### src/rtl/key_debouncer_pkg.sv
`default_nettype none
// ============================================================================
//  Module      : debounce_pkg
//  Description : Shared constants for the pushbutton debouncer. Defines the
//                active-low key levels, the default 50 MHz debounce and
//                auto-repeat periods, and a short debounce period that keeps
//                simulations fast.
//  Revision    : 1.0  initial release
// ============================================================================
package debounce_pkg;

    // Board pushbuttons are active-low.
    localparam logic KEY_PRESSED  = 1'b0;
    localparam logic KEY_RELEASED = 1'b1;

    // 10 ms at 50 MHz.
    localparam int DEFAULT_DEBOUNCE_CYCLES = 500000;

    // 0.5 s auto-repeat period at 50 MHz.
    localparam int DEFAULT_REPEAT_CYCLES   = 25000000;

    // Short debounce period for simulation.
    localparam int SIM_DEBOUNCE_CYCLES     = 4;

endpackage : debounce_pkg
`default_nettype wire

### src/rtl/key_debouncer_if.sv
`default_nettype none
// ============================================================================
//  Module      : key_debouncer_if
//  Description : Key bus between the raw pushbuttons and the command decoder.
//  Signals     : i_KEY      raw active-low buttons (asynchronous)
//                o_KEY      debounced active-low level
//                o_pressed  one-cycle strobe per accepted press
//                o_released one-cycle strobe per accepted release
//  Modports    : master drives the raw keys and observes the outputs;
//                slave is the debouncer itself.
//  Revision    : 1.0  initial release
// ============================================================================
interface key_debouncer_if #(
    parameter int NUM_KEYS = 3
);
    logic [NUM_KEYS-1:0] i_KEY;
    logic [NUM_KEYS-1:0] o_KEY;
    logic [NUM_KEYS-1:0] o_pressed;
    logic [NUM_KEYS-1:0] o_released;

    modport master (
        output i_KEY,
        input  o_KEY,
        input  o_pressed,
        input  o_released
    );

    modport slave (
        input  i_KEY,
        output o_KEY,
        output o_pressed,
        output o_released
    );
endinterface : key_debouncer_if
`default_nettype wire

### src/rtl/key_debouncer_cell.sv
`default_nettype none
// ============================================================================
//  Module      : key_debounce_cell
//  Description : One key: 2-flop synchroniser, stability counter, debounced
//                level flop and registered press/release strobes. With
//                KEY_AUTOREPEAT_EN defined, a held key also produces extra
//                press strobes every REPEAT_CYCLES cycles.
//  Ports       : i_clk      system clock
//                i_reset    synchronous reset, active-high
//                i_key      raw active-low key (asynchronous)
//                o_key      debounced active-low level
//                o_pressed  one-cycle press (and repeat) strobe
//                o_released one-cycle release strobe
//  Macro       : KEY_AUTOREPEAT_EN enables the auto-repeat counter.
//  Revision    : 1.0  initial release
// ============================================================================
module key_debounce_cell
    import debounce_pkg::*;
#(
    parameter int DEBOUNCE_CYCLES = DEFAULT_DEBOUNCE_CYCLES,
    parameter int REPEAT_CYCLES   = DEFAULT_REPEAT_CYCLES
) (
    input  wire logic i_clk,
    input  wire logic i_reset,
    input  wire logic i_key,
    output logic      o_key,
    output logic      o_pressed,
    output logic      o_released
);

    localparam int               CNT_W    = $clog2(DEBOUNCE_CYCLES + 1);
    localparam logic [CNT_W-1:0] CNT_LAST = CNT_W'(DEBOUNCE_CYCLES - 1);

    if (DEBOUNCE_CYCLES < 1) begin : g_bad_debounce
        $error("DEBOUNCE_CYCLES must be >= 1");
    end

    logic             sync_meta_q;
    logic             sync_q;
    logic             stable_q,   stable_d;
    logic [CNT_W-1:0] cnt_q,      cnt_d;
    logic             pressed_q,  pressed_d;
    logic             released_q, released_d;
    logic             w_accept;
    logic             w_repeat;

    // Synchroniser: the first flop is left free of logic so it only
    // resolves metastability.
    always_ff @(posedge i_clk) begin
        if (i_reset) begin
            sync_meta_q <= KEY_RELEASED;
            sync_q      <= KEY_RELEASED;
        end else begin
            sync_meta_q <= i_key;
            sync_q      <= sync_meta_q;
        end
    end

    // A differing level is accepted on the edge where the counter has
    // already seen DEBOUNCE_CYCLES-1 differing cycles, i.e. on the
    // DEBOUNCE_CYCLES-th consecutive differing sample.
    assign w_accept = (sync_q != stable_q) && (cnt_q == CNT_LAST);

    always_comb begin
        stable_d = stable_q;
        cnt_d    = cnt_q;
        if (sync_q == stable_q) begin
            cnt_d = '0;
        end else if (w_accept) begin
            stable_d = sync_q;
            cnt_d    = '0;
        end else begin
            cnt_d = cnt_q + 1'b1;
        end
    end

    always_comb begin
        pressed_d  = (w_accept && (sync_q == KEY_PRESSED)) || w_repeat;
        released_d =  w_accept && (sync_q == KEY_RELEASED);
    end

    always_ff @(posedge i_clk) begin
        if (i_reset) begin
            stable_q   <= KEY_RELEASED;
            cnt_q      <= '0;
            pressed_q  <= 1'b0;
            released_q <= 1'b0;
        end else begin
            stable_q   <= stable_d;
            cnt_q      <= cnt_d;
            pressed_q  <= pressed_d;
            released_q <= released_d;
        end
    end

`ifdef KEY_AUTOREPEAT_EN
    localparam int               RPT_W    = $clog2(REPEAT_CYCLES + 1);
    localparam logic [RPT_W-1:0] RPT_LAST = RPT_W'(REPEAT_CYCLES - 1);

    if (REPEAT_CYCLES < 1) begin : g_bad_repeat
        $error("REPEAT_CYCLES must be >= 1");
    end

    logic [RPT_W-1:0] rpt_q, rpt_d;

    // Counting starts on the edge after the press is accepted, so the first
    // repeat strobe lands exactly REPEAT_CYCLES cycles after the press
    // strobe. An accepting edge (the release) wins over a due repeat.
    always_comb begin
        rpt_d    = rpt_q;
        w_repeat = 1'b0;
        if (w_accept || (stable_q == KEY_RELEASED)) begin
            rpt_d = '0;
        end else if (rpt_q == RPT_LAST) begin
            rpt_d    = '0;
            w_repeat = 1'b1;
        end else begin
            rpt_d = rpt_q + 1'b1;
        end
    end

    always_ff @(posedge i_clk) begin
        if (i_reset) begin
            rpt_q <= '0;
        end else begin
            rpt_q <= rpt_d;
        end
    end
`else
    // REPEAT_CYCLES is only range-checked in this build.
    if (REPEAT_CYCLES < 1) begin : g_bad_repeat
        $error("REPEAT_CYCLES must be >= 1");
    end

    assign w_repeat = 1'b0;
`endif

    assign o_key      = stable_q;
    assign o_pressed  = pressed_q;
    assign o_released = released_q;

endmodule : key_debounce_cell
`default_nettype wire

### src/rtl/key_debouncer.sv
`default_nettype none
// ============================================================================
//  Module      : key_debouncer
//  Description : Conditions NUM_KEYS raw active-low pushbuttons into a clean
//                level bus plus press/release strobes. Keys are handled by
//                fully independent cells; no priority or masking.
//  Ports       : i_clk    system clock
//                i_reset  synchronous reset, active-high
//                bus      key_debouncer_if slave (i_KEY, o_KEY, o_pressed,
//                         o_released)
//  Macro       : KEY_AUTOREPEAT_EN enables per-key auto-repeat strobes.
//  Revision    : 1.0  initial release
// ============================================================================
module key_debouncer
    import debounce_pkg::*;
#(
    parameter int NUM_KEYS        = 3,
    parameter int DEBOUNCE_CYCLES = DEFAULT_DEBOUNCE_CYCLES,
    parameter int REPEAT_CYCLES   = DEFAULT_REPEAT_CYCLES
) (
    input  wire logic      i_clk,
    input  wire logic      i_reset,
    key_debouncer_if.slave bus
);

    if ((NUM_KEYS < 1) || (NUM_KEYS > 8)) begin : g_bad_num_keys
        $error("NUM_KEYS must be in 1..8");
    end

    for (genvar k = 0; k < NUM_KEYS; k++) begin : g_key
        key_debounce_cell #(
            .DEBOUNCE_CYCLES (DEBOUNCE_CYCLES),
            .REPEAT_CYCLES   (REPEAT_CYCLES)
        ) u_cell (
            .i_clk      (i_clk),
            .i_reset    (i_reset),
            .i_key      (bus.i_KEY[k]),
            .o_key      (bus.o_KEY[k]),
            .o_pressed  (bus.o_pressed[k]),
            .o_released (bus.o_released[k])
        );
    end

endmodule : key_debouncer
`default_nettype wire

### src/flat_wrapper.sv
// flat-port wrapper written by rule: the top's interface ports become plain ports
module key_debouncer_flat import debounce_pkg::*;
#(
    parameter int NUM_KEYS        = 3,
    parameter int DEBOUNCE_CYCLES = DEFAULT_DEBOUNCE_CYCLES,
    parameter int REPEAT_CYCLES   = DEFAULT_REPEAT_CYCLES
)
  (i_clk, i_reset, bus_i_KEY, bus_o_KEY, bus_o_pressed, bus_o_released);
  key_debouncer_if #(.NUM_KEYS(NUM_KEYS)) bus_i ();
  input  wire logic i_clk;
  input  wire logic i_reset;
  input wire logic [$bits(bus_i.i_KEY)-1:0] bus_i_KEY;
  output wire logic [$bits(bus_i.o_KEY)-1:0] bus_o_KEY;
  output wire logic [$bits(bus_i.o_pressed)-1:0] bus_o_pressed;
  output wire logic [$bits(bus_i.o_released)-1:0] bus_o_released;
  assign bus_i.i_KEY = bus_i_KEY;
  assign bus_o_KEY = bus_i.o_KEY;
  assign bus_o_pressed = bus_i.o_pressed;
  assign bus_o_released = bus_i.o_released;
  key_debouncer #(.NUM_KEYS(NUM_KEYS), .DEBOUNCE_CYCLES(DEBOUNCE_CYCLES), .REPEAT_CYCLES(REPEAT_CYCLES)) u_core (.i_clk(i_clk), .i_reset(i_reset), .bus(bus_i));
endmodule
### config.mk
export PLATFORM = sky130hd
export DESIGN_NAME = key_debouncer_flat
export DESIGN_NICKNAME = d
export VERILOG_FILES = /design/src/rtl/key_debouncer_pkg.sv /design/src/rtl/key_debouncer_if.sv /design/src/rtl/key_debouncer_cell.sv /design/src/rtl/key_debouncer.sv /design/src/flat_wrapper.sv
export SDC_FILE = /design/constraint.sdc
export NUM_CORES = 1
export LEC_CHECK = 0
export ABC_AREA = 1
export CELL_PAD_IN_SITES_DETAIL_PLACEMENT = 0
export CELL_PAD_IN_SITES_GLOBAL_PLACEMENT = 1
export CORE_MARGIN = 2
export CORE_UTILIZATION = 42
export DETAILED_ROUTE_END_ITERATION = 12
export DONT_BUFFER_PORTS = 1
export PLACE_DENSITY = 0.87
export SYNTH_ARGS = -nofsm -noshare
export SYNTH_HDL_FRONTEND = slang
export SYNTH_SLANG_ARGS = --single-unit
### constraint.sdc
create_clock -name i_clk -period 1.5 [get_ports i_clk]
set_input_delay 0.225 -clock i_clk [delete_from_list [all_inputs] [get_ports i_clk]]
set_output_delay 0.225 -clock i_clk [all_outputs]
set_load 0.01 [all_outputs]
==> parameters.txt, run 1 <==
Parameter                              Value

Timing
  Fraction of the cycle the final worst path needs    0.949
  Unrepaired setup endpoints after global routing    true
  Upper clock frequency limit    0.702 GHz
  Max-slew headroom    0.734
  Final setup fails    0
  Worst clock skew    approximately 0.0095 ns
  Number of failing hold endpoints at the final stage    0
  Setup slack of the critical path after layout    approximately 0.076 ns
  Worst-margin pin slew    0.398 ns
  Accumulated negative setup slack    0 ns
  Final max-slew violation count    0
  Shortest period the worst path allows    between 1 and 1.5 ns

Setup path
  Worst setup path endpoint    u_core.g_key[2].u_cell.cnt_q[13]
  Crit path max-delay family    simple AND/OR/NAND/NOR gates
  Slowest stage cell on the critical path    dfxtp_1
  Required arrival time at the worst endpoint    approximately 1.7 ns
  Worst setup EP type    flop
  Series of cell instances along the critical path    ha_2 -> nand3_4 -> nor2_2 -> nand3_4 -> nand3_2 -> a21oi_1
  Cell count along the critical path    6
  Reg-to-reg critical path endpoint    u_core.g_key[2].u_cell.cnt_q[13]
  Reg2Reg Launch Point    u_core.g_key[2].u_cell.cnt_q[0]
  Worst-case register-to-register setup slack    0.08 ns
  Setup crit start    u_core.g_key[2].u_cell.cnt_q[0]
  Worst stage delay on the critical path    ~0.36 ns
  Most numerous cell on the critical path    nand3_4
  Worst setup path class    flop to flop
  Worst Path Max Fanout    9
  Launching element type of the critical path    flop
  Reg2Reg Depth    6
  Data arrival time at the worst-slack endpoint    roughly 1.7 ns
  Worst path buffer plus inverter count    0

Logic synthesis
  Synthesized cell area    3510 µm²
  Net count of the mapped netlist    about 500
  Cell type contributing the most total cell area after synthesis    dfxtp_1
  Number of instances in the synthesized netlist    ~490
  Top cells by area, synth    dfxtp_1 41%, nand2_1 12%, nor2_1 12%, xor2_1 6.2%, inv_1 5.6%
  Yosys cell types    26
  Seq/Total Area, Yosys    0.410
  Total of flip-flops plus latches after synthesis    just over 70
  Average cell area after synthesis    ~7 µm²
  Number of warnings reported in the yosys synthesis log    0
  Top-area cell type share of the netlist area    0.410

Drt
  Total vias in the final route    roughly 2900
  Total wirelength of the detailed-routed design    roughly 7000 µm
  Vias per inst    about 4.6
  Average wire length per cell after detail routing    11.3 µm
  First-pass DRT Iterations    4
  Post-route ant nets    0
  Total DRC errors in the routed layout    0
  Iteration-0 DRC Markers    99

Clocking
  Root buffer cell    clkbuf_8
  Sink Count    72
  Clock latency on the worst-skew pair    approximately 0.34 ns
  CTS tree    yes
  Worst-path clk slew    approximately 0.08 ns
  Clock buffers created by TritonCTS    9
  Maximum clock path buffer count    2
  H-tree levels    3

GRT
  Global-route wire length before repair    ~11000 µm
  Total Routing Usage GR    0.160
  Number of antenna violations at the first check in global routing    0
  Remaining Overflow, GRT    0
  Number of global-route vias before repair    about 2600
  Largest net degree at the start of global routing    20

Placed design
  Standard cell area after detailed placement    3620 µm²
  Count of port buffers added during placement    0
  Post-DP HPWL    4820 µm
  Number of placed instances, taps included    592
  Routability congestion estimate from global placement    about 0.88
  Dpl ws    ~0.031 ns

Finish
  Area growth syn-to-layout    12.0%
  Commonest cells after routing, fill and taps aside    113 x nand2_1, 109 x nor2_1, 71 x dfxtp_1, 52 x inv_1, 29 x nand3_1
  Share of final-layout standard cells stronger than drive strength 1    0.125
  Number of inserted diodes    0
  Most common cell after layout, fill and taps aside    nand2_1
  Finished Layout Cells    a little over 600
  Layout net count    ~500
  Area of all placed cells without fillers    3930 µm²

Flow run
  Number of max-cap violations    0

Power
  Max rail drop VDD    between 0.4 and 0.5 mV
  Cell leakage power    between 1 and 1.5 nW
  Power Density    around 920 nW/µm²

Floorplan
  Die outline area    9110 µm²
  Die width    around 95 µm
  Core box area    between 8000 and 9000 µm²
  Die H    roughly 95 µm
  Effective utilization at floorplan    0.430
  Number of standard-cell rows in the floorplan    33
  Top-Level Pins    14

Hold path
  Hold crit path type    input port to flop

Run status
  Run status    finished clean
-- logic make-up (layout without fill, tap and decap cells) --
logic type | count (synthesis) | in the layout | share of synthesized area
simple gates | 295 | 298 | 0.377
flops | 72 | 72 | 0.410
buf+inv | 66 | 86 | 0.0880
xor+xnor | 35 | 35 | 0.0873
compound gates | 18 | 18 | 0.0271
fa+ha+maj | 3 | 3 | 0.0107
-- worst min-delay path by stage --
stage / start / endpoint / slack (ns) / depth (start not counted)
floorplan: bus_i_KEY[0] / u_core.g_key[0].u_cell.sync_meta_q / 0.33 / 1
global placement: i_reset / u_core.g_key[0].u_cell.o_released / 0.31 / 1
detailed placement: i_reset / u_core.g_key[2].u_cell.o_released / 0.31 / 1
CTS: i_reset / u_core.g_key[2].u_cell.o_key / 0.01 / 2
global route: i_reset / u_core.g_key[2].u_cell.o_key / 0.02 / 2
finish: i_reset / u_core.g_key[2].u_cell.o_key / 0.03 / 2
-- repair_timing --
action,CTS,global route
endpoints found under the hold margin,9,0
buffers inserted,0,2
resized for setup,0,8
hold buffers,4,0
setup endpoints to repair,0,42
-- cells in the mapped netlist --
| master | number |
|---|---|
| a21oi_1 | 11 |
| buf_2 | 1 |
| buf_4 | 9 |
| buf_6 | 2 |
| buf_8 | 1 |
| clkbuf_1 | 1 |
| dfxtp_1 | 72 |
| ha_1 | 3 |
| inv_1 | 52 |
| nand2_1 | 113 |
| nand2_4 | 1 |
| nand3_1 | 29 |
| nand3_2 | 6 |
| nand3_4 | 3 |
| nand3b_1 | 1 |
| nand4_1 | 8 |
| nor2_1 | 112 |
| nor2_2 | 5 |
| nor2_4 | 4 |
| nor3_1 | 5 |
| o21ai_0 | 5 |
| o21bai_1 | 2 |
| or2_0 | 1 |
| or2_2 | 7 |
| xnor2_1 | 10 |
| xor2_1 | 25 |
-- per-stage QoR --
stage / utilization / power [mW] / hold WS [ns]
2_1_floorplan: - / 2.11 / 0.329
3_3_place_gp: 0.443 / 2.12 / 0.307
3_5_place_dp: 0.443 / 2.12 / 0.308
4_1_cts: 0.471 / 3.64 / 0.0137
5_1_grt: 0.481 / 3.78 / 0.0183
6_report: 0.481 / 3.61 / 0.0302
-- metal layers --
layer | vias to the layer above | track usage | share of wire
li1 | 1544 | - | -
met1 | 1264 | 0.206 | 0.50
met2 | 44 | 0.261 | 0.45
met3 | 6 | 0.0522 | 0.045
met4 | 0 | 0.0357 | 0.0069
met5 | - | 0 | 0
-- area by class of cell --
cell class                      count  area [µm²]
Inverter                           52         195
Multi-Input combinational cell    354        1820
Clock buffer                        9         124
Timing Repair Buffer               18         145
Fill cell                         839        4240
Tap cell                          105         131
Sequential cell                    72        1440
Clock inverter                      7        70.1
-- flip-flops by register name (all words and copies together) (netlist names) --
signal / flops
u_core.g_key.u_cell.o_released: 3
u_core.g_key.u_cell.sync_meta_q: 3
u_core.g_key.u_cell.sync_q: 3
u_core.g_key.u_cell.o_pressed: 3
u_core.g_key.u_cell.cnt_q: 57
u_core.g_key.u_cell.o_key: 3
-- power by group --
part | switching [mW] | total [mW] | internal [mW]
combinational | 0.100 | 0.155 | 0.0554
sequential | 0.0168 | 1.95 | 1.93
clock | 0.736 | 1.51 | 0.770
total | 0.853 | 3.61 | 2.76
Power figures use the tool's default switching activity.
==> run 2, diff against run 1 <==
--- a/config.mk
+++ b/config.mk
@@ -8,7 +8,6 @@
 export ABC_AREA = 1
 export CELL_PAD_IN_SITES_DETAIL_PLACEMENT = 0
 export CELL_PAD_IN_SITES_GLOBAL_PLACEMENT = 1
-export CORE_MARGIN = 2
 export CORE_UTILIZATION = 42
 export DETAILED_ROUTE_END_ITERATION = 12
 export DONT_BUFFER_PORTS = 1
==> parameters.txt, run 2 (synthesis results as in run 1) <==
Parameter                              Value

Run status
  Run status    finished clean

Setup path
  Data arrival time at the worst-slack endpoint    ~1.7 ns
  Launching element type of the critical path    flop
  Crit path max-delay family    simple AND/OR/NAND/NOR gates
  Most numerous cell on the critical path    nand3_4
  Reg-to-reg critical path endpoint    u_core.g_key[2].u_cell.cnt_q[6]
  Reg2Reg Depth    6
  Required arrival time at the worst endpoint    about 1.7 ns
  Worst path buffer plus inverter count    0
  Worst setup path class    flop to flop
  Worst setup EP type    flop
  Worst-case register-to-register setup slack    0.07 ns
  Reg2Reg Launch Point    u_core.g_key[2].u_cell.cnt_q[1]
  Worst setup path endpoint    u_core.g_key[2].u_cell.cnt_q[6]
  Cell count along the critical path    6
  Series of cell instances along the critical path    ha_1 -> nand3_4 -> nor2_2 -> nand3_4 -> nand3_2 -> nor2_1
  Worst Path Max Fanout    8
  Worst stage delay on the critical path    between 0.3 and 0.4 ns
  Setup crit start    u_core.g_key[2].u_cell.cnt_q[1]
  Slowest stage cell on the critical path    dfxtp_1

Clocking
  CTS tree    yes
  Clock latency on the worst-skew pair    approximately 0.36 ns
  Worst-path clk slew    about 0.070 ns
  Maximum clock path buffer count    2
  H-tree levels    3
  Root buffer cell    clkbuf_8
  Postcts setup bufs    0
  Sink Count    just over 70
  Clock buffers created by TritonCTS    9

Timing
  Final max-slew violation count    0
  Accumulated negative setup slack    0 ns
  Number of failing hold endpoints at the final stage    0
  Worst-margin pin slew    between 0.6 and 0.7 ns
  Final setup fails    0
  Max-slew headroom    0.573
  Upper clock frequency limit    0.697 GHz
  Shortest period the worst path allows    approximately 1.4 ns
  Fraction of the cycle the final worst path needs    0.957
  Worst clock skew    roughly 0.015 ns

Floorplan
  Die H    around 93 µm
  Top-Level Pins    14
  Core box area    a little under 8000 µm²
  Number of standard-cell rows in the floorplan    32
  Die outline area    between 8000 and 9000 µm²
  Effective utilization at floorplan    0.445
  Die width    just over 90 µm

Finish
  Commonest cells after routing, fill and taps aside    113 x nand2_1, 108 x nor2_1, 72 x dfxtp_1, 52 x inv_1, 28 x nand3_1
  Fill count    between 700 and 800
  Share of final-layout standard cells stronger than drive strength 1    0.122
  Area growth syn-to-layout    12.8%
  Number of inserted diodes    0
  Layout net count    512
  Largest Register    u_core.g_key.u_cell.cnt_q
  Largest register FFs    57
  Most common cell after layout, fill and taps aside    nand2_1

Power
  Power Density    around 980 nW/µm²
  Max rail drop VDD    0.505 mV
  Internal    between 2 and 3 mW
  Cell leakage power    approximately 1.3 nW
  Clock group share of total power    0.454
  Switching Share    0.228
  Part of the total power dissipated in combinational logic    0.041
  Sequential cell fraction of total power    0.505
  Total chip power    3.86 mW
  Sw power    882 µW

Placed design
  Routability congestion estimate from global placement    0.796
  Count of port buffers added during placement    0
  Post-DP HPWL    4790 µm

Drt
  Total DRC errors in the routed layout    0
  Vias per inst    between 4 and 5
  Total vias in the final route    just under 3000
  Iteration-0 DRC Markers    92
  Average wire length per cell after detail routing    approximately 11 µm
  Post-route ant nets    0
  First-pass DRT Iterations    4
  Total wirelength of the detailed-routed design    just under 7000 µm

GRT
  Largest net degree at the start of global routing    20
  Remaining Overflow, GRT    0
  Number of antenna violations at the first check in global routing    0
  Number of global-route vias before repair    2708
  Total Routing Usage GR    0.171
  Global-route wire length before repair    ~12000 µm

Flow run
  Number of max-cap violations    0

Hold path
  Hold Path Depth    2
  Hold crit path type    input port to flop
## run 2: power groups by stage
stage | combinational (mW) | sequential, mW | clock, mW
2_1_floorplan | 0.113 | 1.99 | 0
3_3_place_gp | 0.130 | 2.00 | 0
3_5_place_dp | 0.134 | 2.00 | 0
4_1_cts | 0.146 | 1.95 | 1.80
5_1_grt | 0.177 | 1.96 | 1.88
6_report | 0.158 | 1.95 | 1.75
## run 2: what timing repair did
item,4_1_cts,5_1_grt
hold buffers,4,0
setup endpoints to repair,0,43
hold endpoints to repair,9,0
resized for setup,0,9
## run 2: area by class of cell
cell class	count	area (µm²)	area share
tap	102	128	0.0322
multi-input combinational	354	1830	0.463
inverter	52	195	0.0493
timing repair buffer	15	135	0.0341
clock inverter	6	91.3	0.0231
clock buffer	10	138	0.0348
sequential	72	1440	0.364
## run 2: worst register-to-register path, delay by kind of cell, from the launching register on
| kind | cells | cell delay [ns] |
|---|---|---|
| DFF | 1 | 0.37 |
| and+or+nand+nor | 5 | 0.72 |
| adders and majority gates | 1 | 0.24 |
## run 2: stage by stage
stage               std cells  setup WS (ns)   util  instance area (µm²)  hold slack [ns]
finish                    611         0.0652  0.502                 3960           0.0137
global route              611        -0.0151  0.502                 3960           0.0113
CTS                       608         0.0489  0.493                 3890         0.000698
detailed placement        588         0.0545  0.459                 3620            0.309
global placement          588          0.120  0.459                 3620            0.304
floorplan                 489         0.0413      -                 3510            0.329
## run 2: how the worst min path moves through the flow
stage / endpoint / startpoint / slack [ns]
after detailed placement: u_core.g_key[0].u_cell.o_released / i_reset / 0.31
after global routing: u_core.g_key[2].u_cell.o_key / i_reset / 0.01
final: u_core.g_key[2].u_cell.o_key / i_reset / 0.01
after CTS: u_core.g_key[2].u_cell.o_key / i_reset / 0.0007
after floorplan: u_core.g_key[0].u_cell.sync_meta_q / bus_i_KEY[0] / 0.33
after global placement: u_core.g_key[0].u_cell.o_released / i_reset / 0.30
## run 2: metal layers
layer,vias to the layer above,wire length (µm),track usage
met5,-,0,0
met4,0,93,0.0500
met3,9,243,0.0488
met2,39,3090,0.281
met1,1315,3430,0.218
li1,1536,-,-
